--- config.mk ---
export PLATFORM = sky130hd
export DESIGN_NAME = alu_issue_fifo_flat
export DESIGN_NICKNAME = d
export VERILOG_FILES = /design/src/rtl/alu_issue_fifo_pkg.sv /design/src/rtl/alu_issue_fifo_if.sv /design/src/rtl/alu_cmd_mem.sv /design/src/rtl/alu_issue_fifo.sv /design/src/flat_wrapper.sv
export SDC_FILE = /design/constraint.sdc
export NUM_CORES = 1
export LEC_CHECK = 0
export BUFFER_PORTS_ARGS = -buffer_cell sky130_fd_sc_hd__buf_2
export CORE_MARGIN = 4
export CORE_UTILIZATION = 40
export CTS_BUF_LIST = sky130_fd_sc_hd__clkbuf_8
export CTS_CLUSTER_DIAMETER = 30
export CTS_CLUSTER_SIZE = 30
export DETAILED_ROUTE_END_ITERATION = 8
export GPL_TIMING_DRIVEN = 0
export PLACE_DENSITY_LB_ADDON = 0.05
export SYNTH_ARGS = -nofsm -noshare
export SYNTH_HDL_FRONTEND = slang
export SYNTH_SLANG_ARGS = --single-unit
--- constraint.sdc ---
create_clock -name clk_i -period 5.9 [get_ports clk_i]
set_input_delay 1.18 -clock clk_i [delete_from_list [all_inputs] [get_ports clk_i]]
set_output_delay 1.18 -clock clk_i [all_outputs]
set_load 0.03 [all_outputs]
--- src/rtl/alu_issue_fifo_pkg.sv ---
// alu_pkg: opcode and command bundle types shared by the ALU issue path.
package alu_pkg;
    localparam int WIDTH = 8;
    typedef enum logic [1:0] {ADD = 2'b00, GE = 2'b01, SHL = 2'b10, NOR = 2'b11} alu_op_e;
    typedef struct packed {
        alu_op_e            opcode;
        logic [WIDTH-1:0]   first;
        logic [WIDTH-1:0]   second;
    } alu_cmd_t;
endpackage

--- src/rtl/alu_issue_fifo_if.sv ---
// alu_issue_if: producer handshake and ALU issue signals of the issue FIFO.
interface alu_issue_if #(parameter int DEPTH = 4) ();
    import alu_pkg::*;
    logic                   in_valid_i;
    logic                   in_ready_o;
    logic [WIDTH-1:0]       in_first_i;
    logic [WIDTH-1:0]       in_second_i;
    logic [1:0]             in_opcode_i;
    logic                   hold_i;
    logic                   valid_o;
    logic [WIDTH-1:0]       first_o;
    logic [WIDTH-1:0]       second_o;
    logic [1:0]             opcode_o;
    logic [$clog2(DEPTH):0] count_o;
    modport master (
        output in_valid_i, in_first_i, in_second_i, in_opcode_i, hold_i,
        input  in_ready_o, valid_o, first_o, second_o, opcode_o, count_o
    );
    modport slave (
        input  in_valid_i, in_first_i, in_second_i, in_opcode_i, hold_i,
        output in_ready_o, valid_o, first_o, second_o, opcode_o, count_o
    );
endinterface

--- src/rtl/alu_cmd_mem.sv ---
// alu_cmd_mem: command storage, one write port and one asynchronous read port.
module alu_cmd_mem
    import alu_pkg::*;
#(
    parameter  int DEPTH = 4,
    localparam int AW    = $clog2(DEPTH)
) (
    input  logic          clk_i,
    input  logic          we,
    input  logic [AW-1:0] waddr,
    input  alu_cmd_t      wdata,
    input  logic [AW-1:0] raddr,
    output alu_cmd_t      rdata
);
    alu_cmd_t mem [DEPTH];
    always_ff @(posedge clk_i)
        if (we) mem[waddr] <= wdata;
    assign rdata = mem[raddr];
endmodule

--- src/rtl/alu_issue_fifo.sv ---
// alu_issue_fifo: circular command FIFO issuing one registered bundle per cycle
// to the ALU stage, throttled only by hold_i.
module alu_issue_fifo
    import alu_pkg::*;
#(
    parameter int DEPTH = 4
) (
    input logic        clk_i,
    input logic        rst_ni,
    alu_issue_if.slave bus
);
    localparam int AW = $clog2(DEPTH);
    logic [AW-1:0] wr_ptr, rd_ptr;
    logic [AW:0]   count;
    logic          push, pop, out_valid;
    alu_cmd_t      wr_cmd, rd_cmd, out_cmd;
    // Pop only sees registered occupancy, so a fresh push into an empty FIFO waits a cycle.
    assign bus.in_ready_o = count != (AW+1)'(DEPTH);
    assign push   = bus.in_valid_i && bus.in_ready_o;
    assign pop    = count != '0 && !bus.hold_i;
    assign wr_cmd = {bus.in_opcode_i, bus.in_first_i, bus.in_second_i};
    alu_cmd_mem #(.DEPTH(DEPTH)) u_mem (
        .clk_i (clk_i),
        .we    (push),
        .waddr (wr_ptr),
        .wdata (wr_cmd),
        .raddr (rd_ptr),
        .rdata (rd_cmd)
    );
    always_ff @(posedge clk_i or negedge rst_ni) begin
        if (!rst_ni) begin
            wr_ptr    <= '0;
            rd_ptr    <= '0;
            count     <= '0;
            out_valid <= 1'b0;
            out_cmd   <= '0;
        end else begin
            if (push) wr_ptr <= wr_ptr + 1'b1;
            if (pop) begin
                rd_ptr  <= rd_ptr + 1'b1;
                out_cmd <= rd_cmd;
            end
            out_valid <= pop;
            count     <= count + (AW+1)'(push) - (AW+1)'(pop);
        end
    end
    assign bus.valid_o  = out_valid;
    assign bus.first_o  = out_cmd.first;
    assign bus.second_o = out_cmd.second;
    assign bus.opcode_o = out_cmd.opcode;
    assign bus.count_o  = count;
endmodule

--- src/flat_wrapper.sv ---
// flat-port wrapper written by rule: the top's interface ports become plain ports
module alu_issue_fifo_flat import alu_pkg::*;
#(
    parameter int DEPTH = 4
)
  (clk_i, rst_ni, bus_in_valid_i, bus_in_first_i, bus_in_second_i, bus_in_opcode_i, bus_hold_i, bus_in_ready_o, bus_valid_o, bus_first_o, bus_second_o, bus_opcode_o, bus_count_o);
  alu_issue_if #(.DEPTH(DEPTH)) bus_i ();
  input logic clk_i;
  input logic rst_ni;
  input wire logic [$bits(bus_i.in_valid_i)-1:0] bus_in_valid_i;
  input wire logic [$bits(bus_i.in_first_i)-1:0] bus_in_first_i;
  input wire logic [$bits(bus_i.in_second_i)-1:0] bus_in_second_i;
  input wire logic [$bits(bus_i.in_opcode_i)-1:0] bus_in_opcode_i;
  input wire logic [$bits(bus_i.hold_i)-1:0] bus_hold_i;
  output wire logic [$bits(bus_i.in_ready_o)-1:0] bus_in_ready_o;
  output wire logic [$bits(bus_i.valid_o)-1:0] bus_valid_o;
  output wire logic [$bits(bus_i.first_o)-1:0] bus_first_o;
  output wire logic [$bits(bus_i.second_o)-1:0] bus_second_o;
  output wire logic [$bits(bus_i.opcode_o)-1:0] bus_opcode_o;
  output wire logic [$bits(bus_i.count_o)-1:0] bus_count_o;
  assign bus_i.in_valid_i = bus_in_valid_i;
  assign bus_i.in_first_i = bus_in_first_i;
  assign bus_i.in_second_i = bus_in_second_i;
  assign bus_i.in_opcode_i = bus_in_opcode_i;
  assign bus_i.hold_i = bus_hold_i;
  assign bus_in_ready_o = bus_i.in_ready_o;
  assign bus_valid_o = bus_i.valid_o;
  assign bus_first_o = bus_i.first_o;
  assign bus_second_o = bus_i.second_o;
  assign bus_opcode_o = bus_i.opcode_o;
  assign bus_count_o = bus_i.count_o;
  alu_issue_fifo #(.DEPTH(DEPTH)) u_core (.clk_i(clk_i), .rst_ni(rst_ni), .bus(bus_i));
endmodule
# Yosys cells after proc, flatten, opt, wreduce, memory -nomap -nowiden
# Memory sizes are Yosys's and may differ from the RTL's. A register that Yosys moved wholly into a read port is not among the register bits.
# Cells that the tools add are included.
dict set report classes {
  addsub 4
  n_eq_ne 1
  n_mux 2
  reduce_logical 5
}
# operator n
set op_table {}
lappend op_table {{$add A2 B1 Y2 const B} 2}
lappend op_table {{$add A3 B1 Y3} 1}
lappend op_table {{$ne A3 B3 Y1 const B} 1}
lappend op_table {{$reduce_bool A3 Y1} 1}
lappend op_table {{$sub A3 B1 Y3} 1}
lappend op_table {{$logic_and A1 B1 Y1} 2}
lappend op_table {{$logic_not A1 Y1} 2}
lappend op_table {{$mux W1} 2}
dict set report word_totals {
  ff_bits 8
  mem_bits_rw 72
  input_bits 22
  output_inout_bits 23
  wordCells 17
  mem_count 1
}
# name words width rd rd_clocked_by_memory_dff write_ports line_no
set mem_list {}
lappend mem_list {u_core.u_mem.mem 4 18 1 1 1 alu_cmd_mem.sv:15} ;# alu_cmd_t mem [DEPTH];

# Depth between registers and ports, before layout
dict set report logic_depth {
  ltp_word 4
  mapped_depth 10
  ltp_nobuf 9
}

# Cells and area by module
# Synthesis repeated with hierarchy kept, for this count alone.
dict set report unflattened {
  cells_unflattened 163
  hier_area_um2 3772.4
}
# mod instances cells_each area_per_inst_um2 seq_area_each_um2
set by_module_without_submodules {}
lappend by_module_without_submodules {alu_cmd_mem 1 98 2670.1 2162.1}
lappend by_module_without_submodules {alu_issue_fifo 1 65 1102.3 650.6}

# Least setup slack after synthesis
# No wires, ideal clock.
dict set report synth_path {
  path_type {input port to flip-flop}
  start {in bus_hold_i}
  end {reg u_core.count[2] (netlist: u_core.bus.count_o[2])}
  setup_time_ns 0.137
  arrival_ns 2.689
  t_required_ns 5.763
  slack_ns 3.074
  stages 9
  n_path_buf 1
  path_cell_list {nor2_1 buf_2 ha_1 inv_1 ha_1 inv_1 fa_1 xnor2_1 xnor2_1}
}
dict set report synth_via {
  elab_chain_cells 3
}
# element line_no
set synth_rtl {}
lappend synth_rtl {{start: declaration} flat_wrapper.sv:14} ;# input wire logic [$bits(bus_i.hold_i)-1:0] bus_hold_i;
lappend synth_rtl {{$logic_not A1 Y1} alu_issue_fifo.sv:20} ;# assign pop = count != '0 && !bus.hold_i;
lappend synth_rtl {{$logic_and A1 B1 Y1} alu_issue_fifo.sv:20}
lappend synth_rtl {{via u_core.pop} alu_issue_fifo.sv:15} ;# logic push, pop, out_valid;
lappend synth_rtl {{$sub A3 B1 Y3} alu_issue_fifo.sv:44} ;# count <= count + (AW+1)'(push) - (AW+1)'(pop);
lappend synth_rtl {{end signal: assignment} alu_issue_fifo.sv:44}
lappend synth_rtl {{end: declaration} alu_issue_fifo.sv:14} ;# logic [AW:0] count;
# The timed path passes the listed nets, and every way through them passes these cells.
# A chain may end at the register's enable or synchronous reset.

# Final worst setup path
# Ends and elaborated chain as after synthesis.

==> impl_metrics.yaml <==
floorplanning:
  num_rows: 35
  die_w_um: 105
  ios: 45
  start_util: 0.410
  fp.dieArea_um2: 11000
  die_h_um: 105
  core_area_um2: 9200
yosys:
  synth_top_area_cell: "edfxtp_1"
  synth_ff_type: "edfxtp_1"
  synth.avg_cell_area_um2: 22.3
  synth_edf_count: 72
  synth-warning-count: 0
  async_flop_share: 0.265
  synth_fp_nets: 198
  yosys.cell_types.count: 19
  ys_seq_area_frac: 0.747
  yosysMostFrequentCell: "edfxtp_1"
  synth_top_area_frac: 0.574
  synth_common_cells: "72 x edfxtp_1, 26 x dfrtp_1, 18 x mux2_4, 18 x mux4_2"
  syn_inst: 169
  netlist_area_um2: 3770
  ys_ff_latch: 98
  yosys-top-cells-area: "edfxtp_1 57%, dfrtp_1 17%, mux4_2 11%"
sta:
  hold_violations: 0
  slew_viol_final: 0
  setup_ws_ns: 3.14
  max_freq_mhz: 362
  finalSetupViolCount: 0
  finalCritPeriodShare: 0.468
  maxSlewHeadroom: 0.283
  clock_skew_ns: 0.0154
  tightest_slew_ns: 1.08
  whs_ns: 0.509
  min_period_ns: 2.76
  setup-tns-final_ns: 0
  rsz0062_at_grt: "no"
power_and_ir_drop:
  p_clk_frac: 0.181
  p_seq_frac: 0.453
  power_switching_share: 0.331
  cellInternalPower_mw: 1.52
  p_per_area_nw_per_um2: 526
  p_leak_nw: 1.64
  ir_worst_vdd_mv: 0.264
  net-switching-power_mw: 0.752
  combPwrFrac: 0.366
clock_network:
  ctsHtreeMaxLevel: 3
  cts_buffer_depth: 2
  cts.clk_slew.worst_paths_ns: 0.09
  insertion_delay_ns: 0.35
  cts_tree: "done"
  clock-sinks: 98
  cts_setup_buffers: 0
  cts_root_buf: "clkbuf_8"
  cts.repair.resized: 0
  numCtsBuffers: 9
  cts_hold_buf: 0
placement:
  routabilityCongestion: 0.665
  dp_cells: 324
  place_area_um2: 4130
  post-place-ws_ns: 2.75
  post-dp-hpwl_um: 4170
  port-buffer-count: 44
routing:
  ant_nets: 0
  vias_per_cell: 4.96
  drtIter0Drc: 70
  wl_um: 6630
  drc: 0
  dr.pass1.iters: 4
  wire_per_inst_um: 19.5
  vias: 1688
critical_path:
  crit_chain: "buf_2 -> nor2_1 -> buf_2 -> ha_1 -> inv_1 -> ha_1 -> inv_1 -> fa_1 -> xnor2_1 -> xnor2_1"
  crit_type: "input pin to flop"
  crit_slowest_cell: "fa_1"
  cp_data_arrival_time_ns: 2.98
  critPathMaxFanout: 11
  end_kind: "flop"
  cp_top_family: "adder cells"
  max_stage_delay_ns: 0.38
  critPathRequiredTime_ns: 6.11
  path_buf_inv: 4
  worst_setup_path_start_kind: "input pin"
finish:
  n_antenna_cell: 0
  fill_cells: 810
  final_area_um2: 4310
  final_cell_count_no_fill: 340
  syn_to_final_growth_pct: 14.6
  drive_above_1_share: 0.441
  final_nets: 253
global_routing:
  grt_antenna_before_repair: 0
  grt_start_max_net_pins: 27
  grt.total_usage: 0.130
  grt_pass1_wl_um: 10600
  overflow: 0
  grt_pass1_vias: 1922
hold_path:
  worst_hold_path_type: "flop to flop"
job:
  maxCapViolations: 0
outcome:
  status: "finished, final reports clean"
[state kept, by name, indices dropped and copies added (netlist names)]
| name | flops |
|---|---|
| u_core.u_mem.mem | 72 |
| u_core.bus.first_o | 8 |
| u_core.bus.second_o | 8 |
| u_core.bus.count_o | 3 |
| u_core.bus.opcode_o | 2 |
| u_core.rd_ptr | 2 |
| u_core.wr_ptr | 2 |
| u_core.bus.valid_o | 1 |
[through the flow]
stage	utilization	power, mW
6_report	0.469	2.27
5_1_grt	0.469	2.41
4_1_cts	0.469	2.31
3_5_place_dp	0.449	1.90
3_3_place_gp	0.449	1.86
2_1_floorplan	-	1.66
[layer usage]
| metal | GRT usage | part of all wire |
|---|---|---|
| met2 | 0.207 | 0.51 |
| met3 | 0.0284 | 0.040 |
| met1 | 0.176 | 0.45 |
| met4 | 0.0478 | 0.0071 |
| met5 | 0 | 0 |
[layout make-up]
cell class,instances,area (um^2),area share
inverters,6,22.5,0.00522
clock inverters,7,65.1,0.0151
repair buffers,44,220,0.0510
well taps,111,139,0.0322
plain buffers,6,45.0,0.0104
multi-input cells,59,886,0.205
clock buffers,9,124,0.0287
flip-flops and latches,98,2810,0.652
[cell usage in the layout (no fill, tap or decap), types with 2 or more instances in the layout]
cell type   count
and2_1          4
buf_2          47
buf_6           2
clkbuf_8        9
clkinvlp_4      2
dfrtp_1        26
edfxtp_1       72
ha_1            6
inv_1           8
mux2_4         18
mux4_2         18
nor2_1          2
xnor2_1         3
xor2_1          2
[power groups by stage]
| stage | Clock (mW) | Sequential, mW | Combinational, mW |
|---|---|---|---|
| 6_report | 0.411 | 1.03 | 0.830 |
| 5_1_grt | 0.457 | 1.05 | 0.897 |
| 4_1_cts | 0.425 | 1.03 | 0.855 |
| 3_5_place_dp | 0 | 1.05 | 0.854 |
| 3_3_place_gp | 0 | 1.03 | 0.829 |
| 2_1_floorplan | 0 | 1.18 | 0.483 |
[final timing paths]
check	to	slack, ns	startpoint	cells past startpoint
worst max-delay path	u_core.bus.count_o[2]	3.14	bus_hold_i	10
max in group asynchronous	u_core.wr_ptr[0]	4.59	rst_ni	1
worst min register to register	u_core.bus.first_o[1]	0.51	u_core.bus.first_o[1]	1
worst max register to register	u_core.bus.count_o[2]	3.52	u_core.bus.count_o[1]	10
worst min-delay path	u_core.bus.first_o[1]	0.51	u_core.bus.first_o[1]	1
min in group asynchronous	u_core.bus.second_o[0]	0.86	rst_ni	1
[cell families (layout without fill, tap and decap cells)]
logic type,after synthesis,in the layout,share of synthesized area
flip-flops,98,98,0.747
multiplexers,37,37,0.182
XOR/XNOR,5,5,0.0116
adder cells (fa/ha/maj),7,7,0.0252
buffers and inverters,12,72,0.0179
AND/OR/NAND/NOR,9,9,0.0130
AO/OA/AOI/OAI,1,1,0.00299
Power figures use the tool's default switching activity.
